<file path="src/rtl/activity_led_array_if.sv">
// Bundle of per-channel activity strobes, mode selects, global brightness
// and LED drives for activity_led_array.
interface activity_led_array_if #(
    parameter int unsigned NUM_CH = 4,
    parameter int unsigned PWM_W  = 8
);
    logic [NUM_CH-1:0]   activity;
    logic [2*NUM_CH-1:0] mode;
    logic [PWM_W-1:0]    brightness;
    logic [NUM_CH-1:0]   led;

    // Peripheral side: drives strobes and configuration, observes LEDs.
    modport master (
        output activity,
        output mode,
        output brightness,
        input  led
    );

    // LED array side.
    modport slave (
        input  activity,
        input  mode,
        input  brightness,
        output led
    );
endinterface

</file>
<file path="src/rtl/activity_led_array.sv">
// Multi-channel activity LED stretcher.
// Each channel stretches activity pulses for HOLD_CYCLES cycles and shows
// them as off / hold / blink / forced-on depending on its 2-bit mode.
// Optional global PWM dimming is compiled in with `define ACTIVITY_LED_PWM_EN.
module activity_led_array #(
    parameter int unsigned NUM_CH      = 4,
    parameter int unsigned CNT_W       = 24,
    parameter int unsigned HOLD_CYCLES = 8000000,
    parameter int unsigned BLINK_HALF  = 2000000,
    parameter int unsigned PWM_W       = 8
) (
    input logic                 clk,
    input logic                 reset,
    activity_led_array_if.slave io
);

    localparam logic [CNT_W-1:0] HOLD_LOAD  = CNT_W'(HOLD_CYCLES);
    localparam logic [CNT_W-1:0] BLINK_LAST = CNT_W'(BLINK_HALF - 1);

    logic [CNT_W-1:0]  hold_q  [NUM_CH];
    logic [CNT_W-1:0]  hold_d  [NUM_CH];
    logic [CNT_W-1:0]  blink_q [NUM_CH];
    logic [CNT_W-1:0]  blink_d [NUM_CH];
    logic [NUM_CH-1:0] phase_q;
    logic [NUM_CH-1:0] phase_d;
    logic [NUM_CH-1:0] active;
    logic [NUM_CH-1:0] raw;

    // Per-channel hold/blink next state and raw indication from registers and mode.
    always_comb begin
        hold_d  = hold_q;
        blink_d = blink_q;
        phase_d = phase_q;
        active  = '0;
        raw     = '0;
        for (int unsigned i = 0; i < NUM_CH; i++) begin
            active[i] = (hold_q[i] != '0);

            if (io.activity[i]) begin
                hold_d[i] = HOLD_LOAD;
            end else if (active[i]) begin
                hold_d[i] = hold_q[i] - CNT_W'(1);
            end

            // A fresh episode always starts in the visible half of the blink.
            if (io.activity[i] && !active[i]) begin
                blink_d[i] = '0;
                phase_d[i] = 1'b1;
            end else if (active[i]) begin
                if (blink_q[i] == BLINK_LAST) begin
                    blink_d[i] = '0;
                    phase_d[i] = ~phase_q[i];
                end else begin
                    blink_d[i] = blink_q[i] + CNT_W'(1);
                end
            end

            unique case (io.mode[2*i +: 2])
                2'b00:   raw[i] = 1'b0;
                2'b01:   raw[i] = active[i];
                2'b10:   raw[i] = active[i] & phase_q[i];
                default: raw[i] = 1'b1;
            endcase
        end
    end

    // Channel state registers with synchronous reset.
    always_ff @(posedge clk) begin
        if (reset) begin
            hold_q  <= '{default: '0};
            blink_q <= '{default: '0};
            phase_q <= '0;
        end else begin
            hold_q  <= hold_d;
            blink_q <= blink_d;
            phase_q <= phase_d;
        end
    end

`ifdef ACTIVITY_LED_PWM_EN
    logic [PWM_W-1:0] pwm_cnt_q;
    logic [PWM_W-1:0] pwm_cnt_d;
    logic             pwm_on;

    // Free-running PWM counter and shared duty gate.
    always_comb begin
        pwm_cnt_d = pwm_cnt_q + PWM_W'(1);
        pwm_on    = (io.brightness == '1) || (pwm_cnt_q < io.brightness);
        io.led    = raw & {NUM_CH{pwm_on}};
    end

    // PWM counter register.
    always_ff @(posedge clk) begin
        if (reset) begin
            pwm_cnt_q <= '0;
        end else begin
            pwm_cnt_q <= pwm_cnt_d;
        end
    end
`else
    logic unused_brightness;

    // Without dimming the raw indication drives the pins directly.
    always_comb begin
        unused_brightness = ^io.brightness;
        io.led            = raw;
    end
`endif

endmodule
</file>
<file path="src/flat_wrapper.sv">
// flat-port wrapper written by rule: the top's interface ports become plain ports
module activity_led_array_flat 
#(
    parameter int unsigned NUM_CH      = 4,
    parameter int unsigned CNT_W       = 24,
    parameter int unsigned HOLD_CYCLES = 8000000,
    parameter int unsigned BLINK_HALF  = 2000000,
    parameter int unsigned PWM_W       = 8
)
  (clk, reset, io_activity, io_mode, io_brightness, io_led);
  activity_led_array_if #(.NUM_CH(NUM_CH), .PWM_W(PWM_W)) io_i ();
  input logic clk;
  input logic reset;
  input wire logic [$bits(io_i.activity)-1:0] io_activity;
  input wire logic [$bits(io_i.mode)-1:0] io_mode;
  input wire logic [$bits(io_i.brightness)-1:0] io_brightness;
  output wire logic [$bits(io_i.led)-1:0] io_led;
  assign io_i.activity = io_activity;
  assign io_i.mode = io_mode;
  assign io_i.brightness = io_brightness;
  assign io_led = io_i.led;
  activity_led_array #(.NUM_CH(NUM_CH), .CNT_W(CNT_W), .HOLD_CYCLES(HOLD_CYCLES), .BLINK_HALF(BLINK_HALF), .PWM_W(PWM_W)) u_core (.clk(clk), .reset(reset), .io(io_i));
endmodule
</file>
<file path="config.mk">
export PLATFORM = sky130hd
export DESIGN_NAME = activity_led_array_flat
export DESIGN_NICKNAME = d
export VERILOG_FILES = /design/src/rtl/activity_led_array_if.sv /design/src/rtl/activity_led_array.sv /design/src/flat_wrapper.sv
export SDC_FILE = /design/constraint.sdc
export NUM_CORES = 1
export LEC_CHECK = 0
export CAP_MARGIN = 10
export CORE_ASPECT_RATIO = 0.5
export CORE_MARGIN = 2
export CORE_UTILIZATION = 55
export CTS_CLUSTER_DIAMETER = 40
export CTS_CLUSTER_SIZE = 12
export DETAILED_ROUTE_END_ITERATION = 6
export GPL_TIMING_DRIVEN = 0
export HOLD_SLACK_MARGIN = 0.15
export PLACE_DENSITY_LB_ADDON = 0.2
export RECOVER_POWER = 50
export SETUP_SLACK_MARGIN = 0.1
export SYNTH_ARGS = -nofsm -noshare
export SYNTH_HDL_FRONTEND = slang
export SYNTH_SLANG_ARGS = --single-unit
</file>
<file path="constraint.sdc">
create_clock -name clk -period 2.7 [get_ports clk]
set_input_delay 0.54 -clock clk [delete_from_list [all_inputs] [get_ports clk]]
set_output_delay 0.54 -clock clk [all_outputs]
set_load 0.01 [all_outputs]
</file>
==> results of run 1 <==
==> routing by layer <==
layer	up-vias	global-route usage, %	share of wire [%]
met5	-	0	0
met4	0	7.69	1.5
met3	36	4.34	4.1
met2	232	42.4	46
met1	4378	33.8	48
li1	4425	-	-
==> worst max path at each step <==
stage | start | endpoint | slack [ns] | cells after the start
3_5_place_dp | u_core.hold_q[48] | io_led[1] | -0.48 | 10
4_1_cts | u_core.hold_q[56] | io_led[1] | -0.13 | 7
6_report | u_core.hold_q[56] | io_led[1] | -0.08 | 7
3_3_place_gp | u_core.hold_q[48] | io_led[1] | -0.43 | 10
5_1_grt | u_core.hold_q[48] | io_led[1] | -0.15 | 10
2_1_floorplan | u_core.hold_q[48] | io_led[1] | 0.30 | 9
==> placed cells by master, fill, tap and decap left out, types with 5 or more instances in the layout <==
cell and count:
nor4_1 19, clkbuf_16 17, xor2_1 88, clkdlybuf4s50_1 12, clkbuf_1 42, nand4_1 41
nor4b_1 13, nor2_2 19, buf_4 37, buf_2 6, nand2_1 31, inv_1 19
nand3_1 33, dfxtp_1 176, and2_1 10, and3_1 19, nor2_1 167, o21ai_0 45
a211oi_1 19, a31oi_1 6, or3_1 28, nor4_4 11, o2111ai_1 27, a21oi_1 65
dfxtp_4 5, a211o_1 5, clkbuf_8 6, nor3_1 31, and4_1 15, xnor2_1 59
or4_1 16, a21o_1 5, o31ai_1 6, ha_1 10, o211ai_1 34, dfxtp_2 15
==> area by class of cell <==
type                    count  area [um^2]  area share (%)
plain buffers              53          270            2.31
flip-flops and latches    196         3960            33.9
multi-input cells         892         6030            51.6
clock buffers              22          484            4.14
well taps                 234          293            2.50
repair buffers             54          428            3.66
clock inverters             9          120            1.03
inverters                  27          104           0.888
==> per-stage QoR <==
| stage | hold WS [ns] | cell area (um^2) | worst slack, ns |
|---|---|---|---|
| 2_1_floorplan | 0.443 | 9990 | 0.298 |
| 3_3_place_gp | 0.459 | 10500 | -0.434 |
| 3_5_place_dp | 0.473 | 10500 | -0.479 |
| 4_1_cts | 0.487 | 11500 | -0.131 |
| 5_1_grt | 0.512 | 11700 | -0.153 |
| 6_report | 0.485 | 11700 | -0.0849 |
==> logic make-up (layout without fill, tap and decap cells) <==
kind of cell	Yosys count	count (layout)	synth area share, %
AO/OA/AOI/OAI	232	232	15.3
multiplexers	2	2	0.213
buffers and inverters	80	165	3.19
flip-flops	196	196	39.3
XOR/XNOR	147	147	12.9
adder cells (fa/ha/maj)	12	12	1.50
AND/OR/NAND/NOR	499	499	27.6
==> registers in the layout (all words and copies together), names as in the netlist <==
| name | count |
|---|---|
| u_core.blink_q | 96 |
| u_core.hold_q | 96 |
| u_core.phase_q | 4 |
==> power groups by stage <==
stage               Sequential [mW]  Combinational [mW]  Clock (mW)
floorplan                      3.24                1.06           0
global placement               3.27                1.31           0
detailed placement             3.28                1.34           0
CTS                            3.25                1.54        2.64
global route                   3.28                1.78        2.76
finish                         3.26                1.62        2.62
==> repair_timing <==
action | in CTS | in global routing
hold buffers | 0 | 0
setup buffers | 25 | 12
resized for setup | 91 | 26
setup endpoints to repair | 4 | 29
hold endpoints to repair | 0 | 0
pin swaps | 19 | 14
==> critical path, stage by stage, from the launching register on <==
cell and delay, ns:
dfxtp_2 0.32, or4_4 0.55, nor3_4 0.21, nand3_4 0.11, buf_8 0.17, a21o_1 0.14
a22o_1 0.17, buf_2 0.13
==> run summary, run 1 <==
Hold Path Cell Cnt - 2
synth unique cells - 60
final hold vios - 0
grt total ovfl - 0
clock power share - 34.9%
Initial Util - 56.8%
Top FF cell, synth - dfxtp_1
Core Region - 0.0176 mm^2
later-pin clock latency in the skew report - 0.43 ns
WP data required - 2.16 ns
worst slew pin tran - 0.783 ns
die area - 0.0193 mm^2
Avg WL per Cell - 16.3 um
max_cap viols - 0
Worst Skew - 0.0115 ns
Syn Inst Count - 1,168
Seq pwr share - 43.5%
wire length of the first global-routing pass - 40.9 mm
initial drt markers - 528
Commonest cells post-synth - dfxtp_1 (196), nor2_1 (167), xor2_1 (88)
Post-Syn Nets - 1,202
placed cell count - 1,419
CTS H-Tree Depth - 4
global-route total usage across every layer - 25.3%
Final Max Tran Viols - 0
Seq/Total Area, Yosys - 39.3%
largest net degree at the start of global routing - 17
failing checks - setup timing
vias in the first global route - 8,530
gpl congestion - 0.898
final setup violation count - 2
clk root buf - clkbuf_16
Post-route DRC - 0
crit path DAT - 2.24 ns
synthesis-to-layout area growth - 17.1%
CP max FO - 3
Inserted Clock Buffers - 17
Fmax - 0.359 GHz
Horiz. Die Dim - 195 um
Cell Int Power - 5.21 mW
maximum root-to-sink buffer count - 2
worst r2r src - u_core.hold_q[0]
diode count - 0
clock sink count - 196
synth top area cells - dfxtp_1 (39%), xor2_1 (7.7%), nor2_1 (6.3%), xnor2_1 (5.2%), a21oi_1 (3.3%)
Yosys top cell by area - dfxtp_1
vias per inst - 6.10
Critical Path Start Type - register
RSZ-0062 raised after global routing - yes
Leakage - 4.08 nW
Synth Cell Area - 0.00999 mm^2
Final period util - 103%
top-count cell post-synth - dfxtp_1
Tot Pwr - 7.50 mW
cells on worst reg2reg path - 8
post-synth top area share - 39.3%
HPWL Detailed - 15.7 mm
Critical R2R Capture - u_core.blink_q[12]
status - finished with violations
peak supply drop - 0.436 mV
Worst Slack Setup Final - -0.0849 ns
Total Wirelength - 24.2 mm
initial antenna violation count - 0
Die Y - 99.3 um
post-route ant nets - 0
Via Count - 9,071
EDFF count, synth - 0
switching share of power - 30.5%
Nets - 1,275
fin cells - 1,487
switching pwr - 2.29 mW
#FFs+latches synth - 196
WS Path Type - reg2out
clk slew on worst S/H paths - 0.07 ns
Port-buffer cells - 17
CTS tree - yes
Hold Path Sink - u_core.blink_q[25]
flop2flop setup slack - 0.25 ns
Initial DRT Pass Iterations - 5
asr flop ratio synth - 0%
Power Density - 641 mW/mm^2
endpoint class of the critical path - output port
setup TNS - -0.114 ns
layout cells sized above 1 - 13.7%
Syn Area/Cell - 8.55 um^2
minimum clock period - 2.78 ns
type of the most critical hold path - reg2reg
YS warnings - 0
final core occ - 66.5%
hold path start - u_core.blink_q[25]
combinational power share - 21.6%
fill count - 1,391
Slew headroom - 47.3%
# IOs - 26
num rows - 34
Note: power is estimated with default switching activity, not from simulation.
==> run 2, diff against run 1 <==
CORE_UTILIZATION = 40   (was 55)
==> run 2 against run 1 <==
Net effect: the flow still finishes with violations (setup timing); wire length grew 0.30%; setup slack lost 0.083 ns; critical endpoint is now io_led[0]; count of clock-buffer cells in the layout fell by 1; sequential power is essentially flat; non-clock buffer count down 6; sequential share of layout area about the same.
==> run summary, run 2 (synthesized netlist as in run 1, its figures left out) <==
wire length of the first global-routing pass - 41.1 mm
vias per inst - 5.60
final core occ - 48.0%
Total Wirelength - 24.2 mm
Die Y - 116 um
Port-buffer cells - 17
vias in the first global route - 8,574
global-route total usage across every layer - 19.1%
synthesis-to-layout area growth - 16.6%
diode count - 0
worst r2r src - u_core.hold_q[32]
fill count - 2,328
initial drt markers - 671
worst slew pin tran - 0.722 ns
die area - 0.0263 mm^2
CTS H-Tree Depth - 4
Leakage - 3.99 nW
clk root buf - clkbuf_16
largest net degree at the start of global routing - 17
clk slew on worst S/H paths - 0.07 ns
grt total ovfl - 0
Critical R2R Capture - u_core.blink_q[46]
Post-route DRC - 0
Max stage delay cell, worst path - nor4_1
Worst Slack Setup Final - -0.168 ns
Power Density - 630 mW/mm^2
cell chain of the critical path - nor4_1, and4_1, clkbuf_1, nand2_8, a21o_1, a22o_1, buf_2
flop2flop setup slack - 0.04 ns
Final Max Tran Viols - 0
clock sink count - 196
Via Count - 8,859
Worst Setup EP - io_led[0]
layout cells sized above 1 - 11.5%
Seq pwr share - 44.2%
CTS Hold Buffers Added - 0
WS Path Type - reg2out
clock power share - 34.8%
switching share of power - 30.4%
cells on worst reg2reg path - 7
Worst Hold Slack - 0.481 ns
peak supply drop - 0.431 mV
combinational power share - 21.0%
Fmax - 0.349 GHz
later-pin clock latency in the skew report - 0.44 ns
switching pwr - 2.23 mW
Slew headroom - 51.1%
CTS tree - yes
post-route ant nets - 0
Horiz. Die Dim - 227 um
Worst Skew - 0.00899 ns
CP startpoint - u_core.hold_q[89]
failing checks - setup timing
Nets - 1,269
Initial Util - 41.1%
maximum root-to-sink buffer count - 2
max_cap viols - 0
final setup violation count - 2
CP max FO - 5
commonest non-fill, non-tap cell in the layout - dfxtp_1
RSZ-0062 raised after global routing - yes
num rows - 40
Inserted Clock Buffers - 17
WP data required - 2.16 ns
HPWL Detailed - 16.5 mm
endpoint class of the critical path - output port
initial antenna violation count - 0
Final period util - 106%
type of the most critical hold path - reg2reg
crit path DAT - 2.33 ns
Avg WL per Cell - 15.3 um
Initial DRT Pass Iterations - 5
max incr delay on CP - 0.48 ns
gpl congestion - 0.826
most frequent cells in the layout - dfxtp_1 (183), nor2_1 (167), xor2_1 (88)
Core Region - 0.0243 mm^2
Hold Path Cell Cnt - 2
setup TNS - -0.334 ns
final hold vios - 0
Largest regs - u_core.blink_q (96), u_core.hold_q (96), u_core.phase_q (4)
# IOs - 26
minimum clock period - 2.87 ns
Critical Path Start Type - register
status - finished with violations
Cell Int Power - 5.11 mW
run 2: repair_timing:
action,in CTS,in global routing
pin swaps,16,11
setup buffers,25,6
resized for setup,95,15
endpoints found under the setup margin,24,45
cloned,0,0
run 2: area by class of cell:
| type | instances | area (um^2) | share of cell area [%] |
|---|---|---|---|
| buffer | 53 | 255 | 2.19 |
| clock buffer | 21 | 460 | 3.95 |
| clock inverter | 10 | 121 | 1.04 |
| inverter | 27 | 101 | 0.870 |
| multi-input combinational | 892 | 5970 | 51.2 |
| sequential | 196 | 3950 | 33.9 |
| tap | 336 | 420 | 3.61 |
| timing repair buffer | 48 | 370 | 3.18 |
run 2: worst min path at each step:
stage                       startpoint            endpoint
detailed placement  u_core.blink_q[68]  u_core.blink_q[68]
finish              u_core.blink_q[68]  u_core.blink_q[68]
global placement    u_core.blink_q[68]  u_core.blink_q[68]
CTS                 u_core.blink_q[68]  u_core.blink_q[68]
global route        u_core.blink_q[25]  u_core.blink_q[25]
floorplan            u_core.phase_q[0]   u_core.phase_q[0]
run 2: layer usage:
layer	wire (um)	track usage (%)
met1	11800	25.0
met2	11200	32.2
met3	913	3.93
met4	337	5.75
met5	0	0
run 2: power groups by stage:
stage	clock network (mW)	registers (mW)	logic (mW)
after floorplan	0	3.24	1.06
after global placement	0	3.27	1.34
after detailed placement	0	3.28	1.36
after CTS	2.62	3.25	1.55
after global routing	2.75	3.27	1.71
final	2.55	3.25	1.54
run 2: metrics by stage:
stage	worst slack [ns]	cells	instance area [um^2]	power (mW)
2_1_floorplan	0.298	1168	9990	4.30
3_3_place_gp	-0.473	1521	10600	4.62
3_5_place_dp	-0.520	1521	10600	4.64
4_1_cts	-0.181	1577	11700	7.41
5_1_grt	-0.277	1583	11600	7.73
6_report	-0.168	1583	11600	7.34
run 2: critical path, delay by kind of cell (launching register included):
kind,cells,cell delay (ns)
AOI/OAI and AO/OA,2,0.33
buffers and inverters,2,0.38
and+or+nand+nor,3,0.83
DFF,1,0.34
==> run 3, diff against run 2 <==
clock period = 2.8 ns   (was 2.7 ns; I/O delays follow)
==> run 3 against run 2 <==
Net effect: the run still ends with setup timing left; cell count is 0.63% lower; clock skew is 0.00079 ns higher; sequential power fell by 4%; wire length shrank 0.99%; total power is 3.8% lower; count of clock-buffer cells in the layout stayed put; global-route usage down 0.073 points; flip-flop and latch count stayed put; worst hold slack is essentially flat; critical path type unchanged; critical endpoint is now io_led[1]; largest cell class unchanged; highest routed layer unchanged.
==> run summary, run 3 (synthesized netlist as in run 1, its figures left out) <==
status - finished with violations
failing checks - setup timing
grt total ovfl - 0
later-pin clock latency in the skew report - 0.44 ns
clk root buf - clkbuf_16
die area - 0.0263 mm^2
RSZ-0062 raised after global routing - yes
largest net degree at the start of global routing - 17
Largest regs - u_core.blink_q (96), u_core.hold_q (96), u_core.phase_q (4)
Inserted Clock Buffers - 17
vias in the first global route - 8,493
Critical Path Start Type - register
Port-buffer cells - 17
Final period util - 103%
fill count - 2,337
Post-route DRC - 0
Initial Util - 41.1%
Worst Skew - 0.00978 ns
WP data required - 2.24 ns
final core occ - 47.5%
clock sink count - 196
CTS tree - yes
peak supply drop - 0.416 mV
minimum clock period - 2.88 ns
final setup violation count - 2
Power Density - 612 mW/mm^2
synthesis-to-layout area growth - 15.6%
num rows - 40
# IOs - 26
maximum root-to-sink buffer count - 2
most frequent cells in the layout - dfxtp_1 (186), nor2_1 (167), xor2_1 (88)
initial antenna violation count - 0
Leakage - 3.95 nW
Horiz. Die Dim - 227 um
gpl congestion - 0.826
type of the most critical hold path - reg2reg
CP max FO - 4
endpoint class of the critical path - output port
vias per inst - 5.62
CTS Hold Buffers Added - 0
Cell Area, Placed - 0.0106 mm^2
Initial DRT Pass Iterations - 7
Final Max Tran Viols - 0
commonest non-fill, non-tap cell in the layout - dfxtp_1
max_cap viols - 0
Finished Cell Area - 0.0115 mm^2
WS Path Type - reg2out
CTS H-Tree Depth - 4
layout cells sized above 1 - 10.4%
crit path DAT - 2.32 ns
global-route total usage across every layer - 19.1%
Via Count - 8,836
HPWL Detailed - 16.5 mm
initial drt markers - 656
Core Region - 0.0243 mm^2
Tot Pwr - 7.06 mW
wire length of the first global-routing pass - 40.9 mm
clk slew on worst S/H paths - 0.07 ns
Post-Place Setup Slack - -0.440 ns
Slew headroom - 36.2%
Fmax - 0.347 GHz
Avg WL per Cell - 15.3 um
Die Y - 116 um
final hold vios - 0
Total Wirelength - 24.0 mm
Nets - 1,259
diode count - 0
Worst Hold Slack - 0.481 ns
Worst Slack Setup Final - -0.0799 ns
post-route ant nets - 0
worst slew pin tran - 0.949 ns
-- run 3: changes by cell type in the layout (fill, tap and decap cells not counted), sizes merged --
cell	delta
clkinvlp	+1
inv	-1
buf	-10
-- run 3: final cells by class --
type	instances	area (um^2)	area share (%)
Tap cell	336	420	3.64
Sequential cell	196	3940	34.1
Clock inverter	10	121	1.05
Timing Repair Buffer	38	295	2.56
Multi-Input combinational cell	892	5940	51.5
Inverter	27	103	0.889
Clock buffer	21	460	3.99
Buffer	53	263	2.28
-- run 3: worst paths after layout --
check	startpoint	end	slack, ns	depth (start not counted)
max	u_core.hold_q[56]	io_led[1]	-0.08	7
min	u_core.blink_q[68]	u_core.blink_q[68]	0.48	2
max reg2reg	u_core.hold_q[24]	u_core.hold_q[42]	0.08	10
min reg2reg	u_core.blink_q[68]	u_core.blink_q[68]	0.48	2
-- run 3: critical path, cell delays in order, from the launching register on --
cell	delay, ns
dfxtp_2	0.34
or4_4	0.56
nor3_4	0.17
nand3_2	0.13
buf_8	0.17
a21o_1	0.16
a22o_1	0.21
buf_6	0.13
-- run 3: metal layers --
metal / vias up / GRT usage, % / wire length (um)
met5: - / 0 / 0
met4: 0 / 5.71 / 361
met3: 33 / 3.96 / 873
met2: 160 / 31.9 / 11100
met1: 4234 / 25.0 / 11700
li1: 4409 / - / -
-- run 3: stage by stage --
step                      setup TNS (ns)  instances
after floorplan                        0       1168
after global placement             -4.32       1521
after detailed placement           -4.45       1521
after CTS                         -0.101       1571
after global routing               -5.12       1573
final                            -0.0939       1573
-- run 3: repair_timing --
action,in CTS,in global routing
pin swaps,15,7
resized for setup,82,24
hold endpoints to repair,0,0
endpoints found under the setup margin,24,69
buffers inserted,19,2
-- run 3: report_power, final --
group / leakage [nW] / switching, mW / internal [mW]
sequential: 1.60 / 0.195 / 2.94
clock: 0.285 / 1.10 / 1.37
combinational: 2.06 / 0.856 / 0.605
